==> src/rtl/ro_puf_pkg.sv <==
// Shared types and constants for the RO-PUF measurement path.
// The RO array and the external edge counter use the same widths.
package ro_puf_pkg;

  localparam int RO_NUM         = 8;
  localparam int RO_SEL_W       = 3;
  localparam int RO_CNT_W       = 8;
  localparam int SETTLE_CYC_DEF = 4;
  localparam int WINDOW_CYC_DEF = 200;

  typedef enum logic [2:0] {
    ST_IDLE     = 3'd0,
    ST_SETTLE_A = 3'd1,
    ST_MEAS_A   = 3'd2,
    ST_CAP_A    = 3'd3,
    ST_SETTLE_B = 3'd4,
    ST_MEAS_B   = 3'd5,
    ST_CAP_B    = 3'd6,
    ST_DONE     = 3'd7
  } ro_state_e;

  function automatic int max_int(input int a, input int b);
    return (a > b) ? a : b;
  endfunction

endpackage

==> src/rtl/ro_pair_meas_ctrl_if.sv <==
// Challenge/response and RO-mux/counter signals of the pair measurement controller.
interface ro_pair_meas_ctrl_if
  import ro_puf_pkg::*;
#(
  parameter int SEL_W = RO_SEL_W,
  parameter int CNT_W = RO_CNT_W
) ();

  // Handshake: start is a one-cycle request taken only while busy is low and
  // abort is low; the result fields are valid during the single-cycle done
  // pulse and hold until the next accepted start.
  logic             start;
  logic             abort;
  logic [SEL_W-1:0] idx_a;
  logic [SEL_W-1:0] idx_b;
  logic [SEL_W-1:0] osc_sel;
  logic             osc_en;
  logic             cnt_clr;
  logic [CNT_W-1:0] cnt_in;
  logic             busy;
  logic             done;
  logic             response;
  logic             tie;
  logic             err;
  logic [CNT_W-1:0] count_a;
  logic [CNT_W-1:0] count_b;

  modport slave (
    input  start, abort, idx_a, idx_b, cnt_in,
    output osc_sel, osc_en, cnt_clr, busy, done, response, tie, err, count_a, count_b
  );

  modport master (
    output start, abort, idx_a, idx_b, cnt_in,
    input  osc_sel, osc_en, cnt_clr, busy, done, response, tie, err, count_a, count_b
  );

endinterface

==> src/rtl/ro_pair_meas_ctrl_phase_timer.sv <==
// Phase down-counter: loaded on entry to a phase with (length-1),
// reports expiry while it sits at zero.
module phase_timer #(
  parameter int W = 8
) (
  input  logic         clk,
  input  logic         rst_n,
  input  logic         load_i,
  input  logic [W-1:0] load_val_i,
  output logic         expired_o
);

  logic [W-1:0] cnt_q, cnt_d;

  always_comb begin
    cnt_d = cnt_q;
    if (load_i) begin
      cnt_d = load_val_i;
    end else if (cnt_q != '0) begin
      cnt_d = cnt_q - 1'b1;
    end
  end

  always_ff @(posedge clk or negedge rst_n) begin
    if (!rst_n) begin
      cnt_q <= '0;
    end else begin
      cnt_q <= cnt_d;
    end
  end

  assign expired_o = (cnt_q == '0);

endmodule

==> src/rtl/ro_pair_meas_ctrl.sv <==
// Sequences one shared edge counter over two ring oscillators per challenge
// and returns the comparison bit plus both raw counts.
module ro_pair_meas_ctrl
  import ro_puf_pkg::*;
#(
  parameter int NUM_RO     = RO_NUM,
  parameter int SEL_W      = RO_SEL_W,
  parameter int CNT_W      = RO_CNT_W,
  parameter int SETTLE_CYC = SETTLE_CYC_DEF,
  parameter int WINDOW_CYC = WINDOW_CYC_DEF
) (
  input  logic              clk,
  input  logic              rst_n,
  ro_pair_meas_ctrl_if.slave bus,
  output ro_state_e         state_o
);

  localparam int               TMR_W     = $clog2(max_int(SETTLE_CYC, WINDOW_CYC) + 1);
  localparam logic [TMR_W-1:0] SETTLE_LD = TMR_W'(SETTLE_CYC - 1);
  localparam logic [TMR_W-1:0] WINDOW_LD = TMR_W'(WINDOW_CYC - 1);
  localparam logic [SEL_W:0]   NUM_RO_L  = (SEL_W + 1)'(NUM_RO);

  ro_state_e        state_q, state_d;
  logic [SEL_W-1:0] sel_q, sel_d;
  logic [SEL_W-1:0] idx_b_q, idx_b_d;
  logic [CNT_W-1:0] cnt_a_q, cnt_a_d;
  logic [CNT_W-1:0] cnt_b_q, cnt_b_d;
  logic             resp_q, resp_d;
  logic             tie_q, tie_d;
  logic             err_q, err_d;

  logic             accept;
  logic             illegal;
  logic             abort_hit;
  logic             tmr_load;
  logic [TMR_W-1:0] tmr_val;
  logic             tmr_expired;

  assign accept    = (state_q == ST_IDLE) && bus.start && !bus.abort;
  assign abort_hit = (state_q != ST_IDLE) && bus.abort;
  assign illegal   = (bus.idx_a == bus.idx_b)
                  || ({1'b0, bus.idx_a} >= NUM_RO_L)
                  || ({1'b0, bus.idx_b} >= NUM_RO_L);

  phase_timer #(.W(TMR_W)) u_phase_timer (
    .clk        (clk),
    .rst_n      (rst_n),
    .load_i     (tmr_load),
    .load_val_i (tmr_val),
    .expired_o  (tmr_expired)
  );

  always_comb begin
    state_d  = state_q;
    tmr_load = 1'b0;
    tmr_val  = '0;
    unique case (state_q)
      ST_IDLE: begin
        if (accept) begin
          if (illegal) begin
            state_d = ST_DONE;
          end else begin
            state_d  = ST_SETTLE_A;
            tmr_load = 1'b1;
            tmr_val  = SETTLE_LD;
          end
        end
      end
      ST_SETTLE_A: begin
        if (tmr_expired) begin
          state_d  = ST_MEAS_A;
          tmr_load = 1'b1;
          tmr_val  = WINDOW_LD;
        end
      end
      ST_MEAS_A: if (tmr_expired) state_d = ST_CAP_A;
      ST_CAP_A: begin
        state_d  = ST_SETTLE_B;
        tmr_load = 1'b1;
        tmr_val  = SETTLE_LD;
      end
      ST_SETTLE_B: begin
        if (tmr_expired) begin
          state_d  = ST_MEAS_B;
          tmr_load = 1'b1;
          tmr_val  = WINDOW_LD;
        end
      end
      ST_MEAS_B: if (tmr_expired) state_d = ST_CAP_B;
      ST_CAP_B:  state_d = ST_DONE;
      ST_DONE:   state_d = ST_IDLE;
      default:   state_d = ST_IDLE;
    endcase
    if (abort_hit) begin
      state_d  = ST_IDLE;
      tmr_load = 1'b0;
    end
  end

  // Result registers: cleared on accept or abort, filled in the capture cycles.
  always_comb begin
    sel_d   = sel_q;
    idx_b_d = idx_b_q;
    cnt_a_d = cnt_a_q;
    cnt_b_d = cnt_b_q;
    resp_d  = resp_q;
    tie_d   = tie_q;
    err_d   = err_q;
    if (abort_hit) begin
      cnt_a_d = '0;
      cnt_b_d = '0;
      resp_d  = 1'b0;
      tie_d   = 1'b0;
      err_d   = 1'b0;
    end else begin
      if (accept) begin
        cnt_a_d = '0;
        cnt_b_d = '0;
        resp_d  = 1'b0;
        tie_d   = 1'b0;
        err_d   = illegal;
        idx_b_d = bus.idx_b;
        if (!illegal) sel_d = bus.idx_a;
      end
      if (state_q == ST_CAP_A) begin
        cnt_a_d = bus.cnt_in;
        sel_d   = idx_b_q;
      end
      if (state_q == ST_CAP_B) begin
        cnt_b_d = bus.cnt_in;
        resp_d  = (cnt_a_q > bus.cnt_in);
        tie_d   = (cnt_a_q == bus.cnt_in);
      end
    end
  end

  always_ff @(posedge clk or negedge rst_n) begin
    if (!rst_n) begin
      state_q <= ST_IDLE;
      sel_q   <= '0;
      idx_b_q <= '0;
      cnt_a_q <= '0;
      cnt_b_q <= '0;
      resp_q  <= 1'b0;
      tie_q   <= 1'b0;
      err_q   <= 1'b0;
    end else begin
      state_q <= state_d;
      sel_q   <= sel_d;
      idx_b_q <= idx_b_d;
      cnt_a_q <= cnt_a_d;
      cnt_b_q <= cnt_b_d;
      resp_q  <= resp_d;
      tie_q   <= tie_d;
      err_q   <= err_d;
    end
  end

  // The counter clears whenever it is not inside a window or its capture cycle.
  assign bus.osc_en   = (state_q == ST_SETTLE_A) || (state_q == ST_MEAS_A)
                     || (state_q == ST_SETTLE_B) || (state_q == ST_MEAS_B);
  assign bus.cnt_clr  = !((state_q == ST_MEAS_A) || (state_q == ST_CAP_A)
                       || (state_q == ST_MEAS_B) || (state_q == ST_CAP_B));
  assign bus.osc_sel  = sel_q;
  assign bus.busy     = (state_q != ST_IDLE);
  assign bus.done     = (state_q == ST_DONE);
  assign bus.response = resp_q;
  assign bus.tie      = tie_q;
  assign bus.err      = err_q;
  assign bus.count_a  = cnt_a_q;
  assign bus.count_b  = cnt_b_q;
  assign state_o      = state_q;

endmodule

==> src/flat_wrapper.sv <==
// flat-port wrapper written by rule: the top's interface ports become plain ports
module ro_pair_meas_ctrl_flat import ro_puf_pkg::*;
#(
  parameter int NUM_RO     = RO_NUM,
  parameter int SEL_W      = RO_SEL_W,
  parameter int CNT_W      = RO_CNT_W,
  parameter int SETTLE_CYC = SETTLE_CYC_DEF,
  parameter int WINDOW_CYC = WINDOW_CYC_DEF
)
  (clk, rst_n, state_o, bus_start, bus_abort, bus_idx_a, bus_idx_b, bus_cnt_in, bus_osc_sel, bus_osc_en, bus_cnt_clr, bus_busy, bus_done, bus_response, bus_tie, bus_err, bus_count_a, bus_count_b);
  ro_pair_meas_ctrl_if #(.SEL_W(SEL_W), .CNT_W(CNT_W)) bus_i ();
  input  logic clk;
  input  logic rst_n;
  output ro_state_e state_o;
  input wire logic [$bits(bus_i.start)-1:0] bus_start;
  input wire logic [$bits(bus_i.abort)-1:0] bus_abort;
  input wire logic [$bits(bus_i.idx_a)-1:0] bus_idx_a;
  input wire logic [$bits(bus_i.idx_b)-1:0] bus_idx_b;
  input wire logic [$bits(bus_i.cnt_in)-1:0] bus_cnt_in;
  output wire logic [$bits(bus_i.osc_sel)-1:0] bus_osc_sel;
  output wire logic [$bits(bus_i.osc_en)-1:0] bus_osc_en;
  output wire logic [$bits(bus_i.cnt_clr)-1:0] bus_cnt_clr;
  output wire logic [$bits(bus_i.busy)-1:0] bus_busy;
  output wire logic [$bits(bus_i.done)-1:0] bus_done;
  output wire logic [$bits(bus_i.response)-1:0] bus_response;
  output wire logic [$bits(bus_i.tie)-1:0] bus_tie;
  output wire logic [$bits(bus_i.err)-1:0] bus_err;
  output wire logic [$bits(bus_i.count_a)-1:0] bus_count_a;
  output wire logic [$bits(bus_i.count_b)-1:0] bus_count_b;
  assign bus_i.start = bus_start;
  assign bus_i.abort = bus_abort;
  assign bus_i.idx_a = bus_idx_a;
  assign bus_i.idx_b = bus_idx_b;
  assign bus_i.cnt_in = bus_cnt_in;
  assign bus_osc_sel = bus_i.osc_sel;
  assign bus_osc_en = bus_i.osc_en;
  assign bus_cnt_clr = bus_i.cnt_clr;
  assign bus_busy = bus_i.busy;
  assign bus_done = bus_i.done;
  assign bus_response = bus_i.response;
  assign bus_tie = bus_i.tie;
  assign bus_err = bus_i.err;
  assign bus_count_a = bus_i.count_a;
  assign bus_count_b = bus_i.count_b;
  ro_pair_meas_ctrl #(.NUM_RO(NUM_RO), .SEL_W(SEL_W), .CNT_W(CNT_W), .SETTLE_CYC(SETTLE_CYC), .WINDOW_CYC(WINDOW_CYC)) u_core (.clk(clk), .rst_n(rst_n), .bus(bus_i), .state_o(state_o));
endmodule
==> config.mk <==
export PLATFORM = sky130hd
export DESIGN_NAME = ro_pair_meas_ctrl_flat
export DESIGN_NICKNAME = d
export VERILOG_FILES = /design/src/rtl/ro_puf_pkg.sv /design/src/rtl/ro_pair_meas_ctrl_if.sv /design/src/rtl/ro_pair_meas_ctrl_phase_timer.sv /design/src/rtl/ro_pair_meas_ctrl.sv /design/src/flat_wrapper.sv
export SDC_FILE = /design/constraint.sdc
export NUM_CORES = 1
export LEC_CHECK = 0
export BUFFER_PORTS_ARGS = -buffer_cell sky130_fd_sc_hd__buf_2
export CAP_MARGIN = 20
export CELL_PAD_IN_SITES_DETAIL_PLACEMENT = 1
export CELL_PAD_IN_SITES_GLOBAL_PLACEMENT = 2
export CORE_MARGIN = 2
export CORE_UTILIZATION = 36
export CTS_CLUSTER_DIAMETER = 80
export DETAILED_ROUTE_END_ITERATION = 6
export GPL_TIMING_DRIVEN = 0
export MAX_ROUTING_LAYER = met4
export PLACE_DENSITY = 0.82
export SETUP_SLACK_MARGIN = 0.2
export SLEW_MARGIN = 40
export SYNTH_ARGS = -nofsm -noshare
export SYNTH_HDL_FRONTEND = slang
export SYNTH_SLANG_ARGS = --single-unit
==> constraint.sdc <==
create_clock -name clk -period 6.15 [get_ports clk]
set_clock_uncertainty 0.15 [all_clocks]
set_input_delay 0.615 -clock clk [delete_from_list [all_inputs] [get_ports clk]]
set_output_delay 0.615 -clock clk [all_outputs]
set_load 0.01 [all_outputs]
==> results of run 1 <==
## cells in the final DEF (no fill, tap or decap), types with 2 or more instances in the layout
master | synthesis | final
o211ai_1 | 2 | 2
clkbuf_1 | 3 | 3
inv_1 | 16 | 16
clkbuf_8 | 0 | 6
buf_2 | 1 | 45
ha_1 | 14 | 14
o22ai_1 | 2 | 2
mux2_2 | 9 | 9
dfrtp_1 | 36 | 36
nor3_1 | 4 | 4
xor2_1 | 3 | 3
nand3_1 | 2 | 2
nand4_1 | 2 | 2
nor4_1 | 2 | 2
o21ai_0 | 11 | 11
a21oi_1 | 8 | 8
a22o_1 | 17 | 17
nand2b_1 | 5 | 5
or2_4 | 2 | 2
a211oi_1 | 2 | 2
a21o_1 | 2 | 2
nor2b_1 | 3 | 3
xnor2_1 | 6 | 6
buf_4 | 1 | 2
nand2_1 | 5 | 5
nor2_1 | 15 | 15
and2_1 | 2 | 2
## power breakdown
group / leakage (nW) / internal [mW] / switching (mW)
sequential: 0.469 / 0.320 / 0.0662
combinational: 0.741 / 0.244 / 0.320
clock: 0.0516 / 0.0917 / 0.0923
total: 1.26 / 0.656 / 0.478
## sequential cells by signal, summed over array words and instances, names as in the netlist
signal                      flops
u_core.bus.count_a              8
u_core.bus.count_b              8
u_core.u_phase_timer.cnt_q      8
u_core.bus.osc_sel              3
u_core.idx_b_q                  3
u_core.state_o                  3
u_core.bus.err                  1
u_core.bus.response             1
u_core.bus.tie                  1
## layout make-up
class                   instances  area, um2
flip-flops and latches         36      900.9
plain buffers                   5      23.77
fillers                       657       3043
clock buffers                   6      82.58
repair buffers                 45      227.7
multi-input cells             139       1065
well taps                      72      90.09
inverters                      16      60.06
clock inverters                 2      13.76
## per-stage QoR
| step | cells | worst slack, ps |
|---|---|---|
| global placement | 313 | 3548 |
| CTS | 321 | 3540 |
| floorplan | 196 | 3879 |
| detailed placement | 313 | 3551 |
| global route | 321 | 3342 |
| finish | 321 | 3556 |
## logic make-up after synthesis
kind of cell | share of synthesized area
compound gates | 0.1801
buf+inv | 0.04090
mux | 0.05434
xor+xnor | 0.03846
fa+ha+maj | 0.08547
flops | 0.4396
simple gates | 0.1612
## worst max path at each step
stage                       from  slack, ps                     to
5_1_grt        u_core.state_o[0]       3340  u_core.bus.osc_sel[1]
2_1_floorplan  u_core.state_o[0]       3880  u_core.bus.osc_sel[0]
4_1_cts        u_core.state_o[1]       3540  u_core.bus.osc_sel[1]
3_3_place_gp   u_core.state_o[1]       3550  u_core.bus.osc_sel[1]
3_5_place_dp   u_core.state_o[0]       3550  u_core.bus.osc_sel[1]
6_report       u_core.state_o[1]       3560  u_core.bus.osc_sel[1]
## per-layer routing
layer | global-route usage | routed length (um) | up-vias
li1 | - | - | 807
met1 | 0.2419 | 2378 | 797
met2 | 0.2697 | 2252 | 37
met3 | 0.03394 | 202 | 4
met4 | 0.04138 | 42 | 0
met5 | - | 0 | -
==> flow_summary_export.csv, run 1 <==
group,metric,value,unit
critical_path,cp_slowest_cell,"dfrtp_1",
grt,antenna_found_initial,0,
min_path,min_path_type,"in2async",
logic_synthesis,synth_area_leader_cell,"dfrtp_1",
floorplan,die_w,79.45,um
clock_tree,h-tree-depth,2,
layout,final_util,0.4474,
logic_synthesis,synth-main-ff-cell,"dfrtp_1",
floorplan,die_h,79.45,um
placement,gp_congestion,0.8015,
placement,port_buffers,45,
pwr,ir_drop,185.5,uV
timing,finalHoldWorstSlack,123.6,ps
critical_path,path_cells,"inv_1 -> ha_1 -> and2b_1 -> inv_1 -> nor2_4 -> a21oi_1 -> nor2_1 -> mux2_2",
logic_synthesis,ys.warnings.count,0,
clock_tree,cts.repair.resized,0,
floorplan,dieArea,6312,um2
logic_synthesis,synth_cells,196,
grt,grt_pass1_vias,1708,
floorplan,initial_core_util,0.3722,
clock_tree,post_cts_buffers,0,
floorplan,io_pins,47,
grt,track_usage,0.1757,
layout,fin_nets,280,
logic_synthesis,synth_area_leaders,"dfrtp_1, ha_1, a22o_1",
route,drtIter0Drc,51,
critical_path,timing.rr.end,"u_core.bus.osc_sel[1]",
status,status,"finished, final reports clean",
clock_tree,postCtsHoldBufs,0,
route,drc,0,
logic_synthesis,async_reset_ff_frac,1.000,
critical_path,regToRegSetupSlack,3560,ps
logic_synthesis,postSynthAreaPerCell,10.46,um2
placement,place_hpwl,3569,um
critical_path,cp-end-kind,"flop",
critical_path,path_depth,8,
route,routedWlPerCell,15.19,um
grt,grt_pass1_wl,8397,um
route,wl,4875,um
critical_path,start_kind,"flop",
logic_synthesis,synth_nets,228,
logic_synthesis,synth_edf_count,0,
run,drv_cap,0,
critical_path,path_buf_inv,2,
pwr,p_per_area,460.3,nW/um2
layout,diodes,0,
critical_path,r2r_cells,8,
route,via_per_inst,5.125,
clock_tree,clk_latency,290,ps
layout,area_growth,20.21,%
placement,placed_area,2367,um2
route,via_count,1645,
critical_path,path_class,"reg2reg",
timing,finalCriticalPeriod,2594,ps
timing,rsz0062_at_grt,"false",
route,dr.pass1.iters,4,
clock_tree,cts_tree,"yes",
logic_synthesis,ys_types,47,
timing,tns,0,ps
critical_path,critPathTopFamily,"simple AND/OR/NAND/NOR gates",
critical_path,worst_path_most_repeated_cell,"inv_1",
pwr,leakage,1.262,nW
timing,final.period_utilization,0.4217,
timing,report.final.slew_viol_count,0,
grt,grt_start_max_net_pins,37,
logic_synthesis,yosysMostFrequentCell,"dfrtp_1",
clock_tree,root_buffer,"clkbuf_8",
layout,drive_gt1_frac,0.3052,
clock_tree,clk_path_buf_depth,2,
grt,gr-total-overflow,0,
clock_tree,clk_pin_slew,80,ps
clock_tree,cts_inserted_buffers,5,
pwr,power,1.134,mW
critical_path,required,6190,ps
critical_path,crit_fanout,8,
logic_synthesis,synth-seq-cells,36,
timing,maxSlewHeadroom,0.4975,
logic_synthesis,ys_top_cells_by_count,"dfrtp_1, a22o_1, inv_1, nor2_1, ha_1",
clock_tree,cts.sinks,36,
timing,fmax,0.3856,GHz
logic_synthesis,synth_top_area_frac,0.4396,
route,detail-route-antenna-nets,0,
critical_path,slowest_delay,440,ps
timing,setup_viol,0,
floorplan,core,5507,um2
logic_synthesis,netlist_area,2049,um2
floorplan,row_count,27,
logic_synthesis,yosysSeqAreaShare,0.4396,
layout,fin_area,2464,um2
critical_path,cp.arrival,2630,ps
timing,hold_violations,0,
critical_path,r2r_start,"u_core.state_o[1]",
timing,worst_pin_slew,751.0,ps
(Power assumes the default switching activity.)
==> run 2, diff against run 1 <==
CORE_UTILIZATION = 33   (was 36)
PLACE_DENSITY = 0.76   (was 0.82)
clock period = 2.5 ns   (was 6.15 ns; I/O delays follow)
==> flow_summary_export.csv, run 2 (synthesized netlist as in run 1, its figures left out) <==
group,metric,value,unit
route,via_per_inst,5.199,
route,dr_wl_met2,2488,um
clock_tree,clk_path_buf_depth,2,
min_path,hold_end,"u_core.bus.count_a[5]",
clock_tree,clk_latency,290,ps
placement,port_buffers,45,
grt,gr-total-overflow,0,
placement,dp_cells,316,
timing,rsz0062_at_grt,"true",
clock_tree,cts.sinks,36,
floorplan,die_w,82.81,um
timing,finalCriticalPeriod,2162,ps
timing,tns,0,ps
layout,fin_area,2511,um2
layout,final_util,0.4216,
clock_tree,clk_pin_slew,80,ps
floorplan,die_h,82.81,um
placement,gp_congestion,0.7681,
critical_path,required,2580,ps
layout,multi_input_area,1099,um2
route,detail-route-antenna-nets,0,
timing,report.final.slew_viol_count,0,
floorplan,core,5956,um2
grt,grt_pass1_wl,9032,um
route,wl,5129,um
status,status,"finished, final reports clean",
floorplan,dieArea,6857,um2
critical_path,r2r_cells,7,
floorplan,row_count,28,
timing,hold_violations,0,
placement,placed_area,2374,um2
route,highest_layer,"met4",
timing,worst_pin_slew,631.4,ps
grt,antenna_found_initial,0,
clock_tree,cts_tree,"yes",
grt,grt_pass1_vias,1804,
layout,diodes,0,
grt,track_usage,0.1647,
layout,final_common_cell,"buf_2",
timing,maxSlewHeadroom,0.5768,
placement,dp_slack,-96.70,ps
route,wl_met3,176,um
route,dr.pass1.iters,4,
critical_path,r2r_start,"u_core.state_o[1]",
pwr,leakage,1.271,nW
critical_path,path_class,"reg2reg",
layout,nFillCells,702,
timing,final.period_utilization,0.8647,
route,routedWlPerCell,15.73,um
layout,stdcell_count,326,
route,drtIter0Drc,26,
run,drv_cap,0,
route,wl_met1,2455,um
critical_path,regToRegSetupSlack,340,ps
timing,setup_viol,0,
floorplan,initial_core_util,0.3441,
layout,final_cell_mix,"buf_2, dfrtp_1, a22o_1",
critical_path,timing.rr.end,"u_core.bus.count_a[0]",
floorplan,io_pins,47,
min_path,whs_path_depth,2,
clock_tree,root_buffer,"clkbuf_8",
grt,grt_start_max_net_pins,37,
layout,drive_gt1_frac,0.3386,
timing,final.setup.worst_slack,338.2,ps
min_path,min_path_type,"in2reg",
layout,fin_nets,282,
route,via_count,1695,
critical_path,start_kind,"flop",
pwr,ir_drop,368.6,uV
critical_path,cp.arrival,2240,ps
clock_tree,h-tree-depth,2,
pwr,power,2.845,mW
pwr,p_per_area,1133,nW/um2
timing,finalHoldWorstSlack,57.86,ps
critical_path,crit_fanout,8,
route,drc,0,
placement,place_hpwl,3693,um
layout,seq_area,902.1,um2
layout,area_growth,22.53,%
clock_tree,cts_inserted_buffers,5,
min_path,min_from,"bus_cnt_in[5]",
timing,fmax,0.4626,GHz
critical_path,cp-end-kind,"flop",
-- run 2: changes by cell type in the layout (fill, tap and decap cells not counted), moves of 2 or more --
cell and delta:
a21oi_1 -2, a21oi_2 +2, clkbuf_2 +2, nor2_1 -3, nor2_2 +2
-- run 2: timing repair --
action,CTS,global route
pin swaps,2,0
setup buffers,1,0
setup endpoints to repair,20,25
cloned,0,0
resized for setup,5,9
hold buffers,1,0
endpoints found under the hold margin,36,0
-- run 2: final cells by class --
type	instances	area share
flip-flops and latches	36	0.3592
inverters	16	0.02392
repair buffers	47	0.09766
well taps	75	0.03737
clock buffers	7	0.03039
plain buffers	5	0.01046
multi-input cells	139	0.4375
clock inverters	1	0.003488
-- run 2: layer usage --
layer  vias to the layer above  track usage
li1                        812            -
met1                       846       0.2219
met2                        35       0.2610
met3                         2      0.03579
met4                         0      0.02683
met5                         -            -
-- run 2: critical path, cell delays in order (launching register included) --
cell and delay, ps:
dfrtp_1 430, inv_1 120, ha_4 210, and2b_2 250
inv_1 120, nor2_4 50, nor3_2 530, a22o_1 250
-- run 2: worst max-delay path by stage --
stage,start,endpoint,slack (ps)
6_report,u_core.state_o[1],u_core.bus.count_a[0],340
5_1_grt,u_core.state_o[0],u_core.bus.response,120
4_1_cts,u_core.state_o[0],u_core.bus.count_b[7],180
3_5_place_dp,u_core.state_o[0],u_core.bus.osc_sel[0],-100
3_3_place_gp,u_core.state_o[0],u_core.bus.osc_sel[0],-120
2_1_floorplan,u_core.state_o[0],u_core.bus.osc_sel[0],230
-- run 2: power by group --
| part | leakage [nW] | internal [mW] | switching (mW) |
|---|---|---|---|
| logic | 0.760 | 0.642 | 0.825 |
| clock network | 0.0424 | 0.199 | 0.221 |
| registers | 0.468 | 0.789 | 0.169 |
==> run 3, diff against run 2 <==
ABC_AREA = 1   (was unset)
CORE_UTILIZATION = 32   (was 33)
PLACE_DENSITY = 0.77   (was 0.76)
SETUP_SLACK_MARGIN = 0.4   (was 0.2)
SLEW_MARGIN = 20   (was 40)
==> flow_summary_export.csv, run 3 <==
group,metric,value,unit
status,status,"finished, final reports clean",
logic_synthesis,ys.warnings.count,0,
route,wl,5286,um
clock_tree,h-tree-depth,2,
layout,area_growth,21.37,%
logic_synthesis,netlist_area,2120,um2
critical_path,path_depth,10,
logic_synthesis,synth_cells,242,
logic_synthesis,synth-xor-area-share,0.02479,
critical_path,endpoint,"u_core.u_phase_timer.cnt_q[5]",
floorplan,io_pins,47,
grt,grt_pass1_wl,9197,um
logic_synthesis,ys_types,38,
critical_path,slowest_delay,460,ps
logic_synthesis,ys_top_cells_by_count,"nand2_1, dfrtp_1, inv_1, o21ai_0",
min_path,whs_path_depth,3,
logic_synthesis,synthMuxAreaShare,0,
timing,fmax,0.5074,GHz
run,drv_cap,0,
route,via_count,1814,
pwr,power,2.840,mW
clock_tree,cts_tree,"yes",
timing,tns,0,ps
layout,nFillCells,792,
critical_path,timing.rr.end,"u_core.u_phase_timer.cnt_q[5]",
critical_path,crit_fanout,8,
layout,fin_area,2572,um2
logic_synthesis,synth_top_family_by_area,"simple AND/OR/NAND/NOR gates",
timing,setup_viol,0,
clock_tree,root_buffer,"clkbuf_8",
logic_synthesis,synthAdderAreaFrac,0.08264,
logic_synthesis,yosysSeqAreaShare,0.4250,
route,drtIter0Drc,79,
logic_synthesis,async_reset_ff_frac,1.000,
clock_tree,clk_latency,290,ps
placement,gp_congestion,0.7724,
layout,drive_gt1_frac,0.2694,
timing,rsz0062_at_grt,"true",
grt,track_usage,0.1655,
logic_synthesis,synth-main-ff-cell,"dfrtp_1",
critical_path,worstSetupStartpoint,"u_core.state_o[0]",
floorplan,die_w,85.39,um
critical_path,r2r_cells,10,
logic_synthesis,synth-seq-cells,36,
critical_path,path_buf_inv,3,
grt,gr-total-overflow,0,
critical_path,cp_slowest_cell,"dfrtp_2",
logic_synthesis,synth_nets,274,
timing,final.period_utilization,0.7883,
placement,placed_area,2446,um2
critical_path,cp.arrival,1990,ps
layout,diodes,0,
critical_path,start_kind,"flop",
route,detail-route-antenna-nets,0,
timing,finalCriticalPeriod,1971,ps
logic_synthesis,synth_area_leader_cell,"dfrtp_1",
route,drc,0,
grt,antenna_found_initial,0,
critical_path,path_cells,"inv_1 -> ha_2 -> nand2_8 -> inv_4 -> nand3_4 -> inv_6 -> nand2_2 -> nand2_4 -> nand2_2 -> nor3b_2",
logic_synthesis,synth_edf_count,0,
critical_path,regToRegSetupSlack,530,ps
timing,maxSlewHeadroom,0.4483,
grt,grt_pass1_vias,1932,
layout,fin_nets,328,
critical_path,critPathTopFamily,"simple AND/OR/NAND/NOR gates",
logic_synthesis,postSynthAreaPerCell,8.758,um2
critical_path,r2r_start,"u_core.state_o[0]",
clock_tree,cts_inserted_buffers,5,
route,routedWlPerCell,14.13,um
route,via_per_inst,4.850,
logic_synthesis,synth_top_area_frac,0.4250,
layout,final_cell_mix,"buf_2, nand2_1, dfrtp_1",
grt,grt_start_max_net_pins,37,
clock_tree,clk_pin_slew,80,ps
floorplan,die_h,85.39,um
critical_path,cp-end-kind,"flop",
clock_tree,post_cts_buffers,0,
logic_synthesis,synth_compound_area_frac,0.1635,
logic_synthesis,yosysMostFrequentCell,"nand2_1",
timing,worst_pin_slew,827.5,ps
floorplan,row_count,29,
pwr,leakage,1.339,nW
pwr,p_per_area,1104,nW/um2
min_path,min_path_type,"in2reg",
timing,hold_violations,0,
clock_tree,cts.sinks,36,
pwr,ir_drop,409.5,uV
critical_path,worst_path_most_repeated_cell,"nand2_2",
logic_synthesis,yosys.area_share.simple,0.2172,
placement,port_buffers,46,
layout,final_common_cell,"buf_2",
logic_synthesis,synth_area_leaders,"dfrtp_1, ha_1, nand2_1",
clock_tree,clk_path_buf_depth,2,
timing,report.final.slew_viol_count,0,
route,dr.pass1.iters,4,
critical_path,required,2520,ps
layout,final_util,0.4028,
floorplan,initial_core_util,0.3319,
min_path,min_from,"bus_idx_b[0]",
floorplan,core,6386,um2
floorplan,dieArea,7291,um2
placement,place_hpwl,3992,um
critical_path,path_class,"reg2reg",
## run 3: power by group
part | switching [mW] | leakage [nW] | internal (mW)
clock network | 0.228 | 0.0541 | 0.295
registers | 0.137 | 0.472 | 0.773
logic | 0.885 | 0.813 | 0.522
total | 1.25 | 1.34 | 1.59
## run 3: how the worst min path moves through the flow
stage                                       end
after CTS                     u_core.idx_b_q[0]
final                         u_core.idx_b_q[0]
after floorplan           u_core.bus.count_a[0]
after global routing          u_core.idx_b_q[2]
after detailed placement      u_core.idx_b_q[0]
after global placement        u_core.idx_b_q[0]
## run 3: what timing repair did
item                                    4_1_cts  5_1_grt
endpoints found under the setup margin        1       13
hold buffers                                  1        0
resized for setup                             1        2
hold endpoints to repair                     36        0
## run 3: cell type report
type / instances / area, um2 / share of cell area
inverter: 38 / 160.2 / 0.06226
tap: 77 / 96.34 / 0.03745
timing repair buffer: 47 / 240.2 / 0.09338
multi-input combinational: 164 / 1037 / 0.4032
sequential: 36 / 902.1 / 0.3507
clock buffer: 5 / 68.82 / 0.02675
clock inverter: 3 / 42.54 / 0.01654
buffer: 4 / 25.02 / 0.009728
## run 3: worst min-delay path, stage by stage
cell and delay [ps]:
buf_2 90, nand2_1 40, o21ai_0 60
## run 3: kinds of logic after synthesis
family / Yosys count
DFF: 36
and+or+nand+nor: 88
buffers and inverters: 42
adders and majority gates: 14
AOI/OAI and AO/OA: 56
xor gates and xnor gates: 6
## run 3: metal layers
layer  global-route usage  up-vias  routed length [um]
met5                    -        -                   0
met4              0.04329        0                  56
met3              0.03307        4                 228
met2               0.2706       38                2595
met1               0.2100      868                2405
li1                     -      904                   -
## run 3: through the flow
stage	setup WS [ps]	instances	hold WS (ps)
global placement	449.2	365	265.5
global route	400.5	374	65.03
floorplan	608.0	242	-195.6
detailed placement	439.1	365	253.9
CTS	452.4	374	40.75
finish	529.2	374	41.63
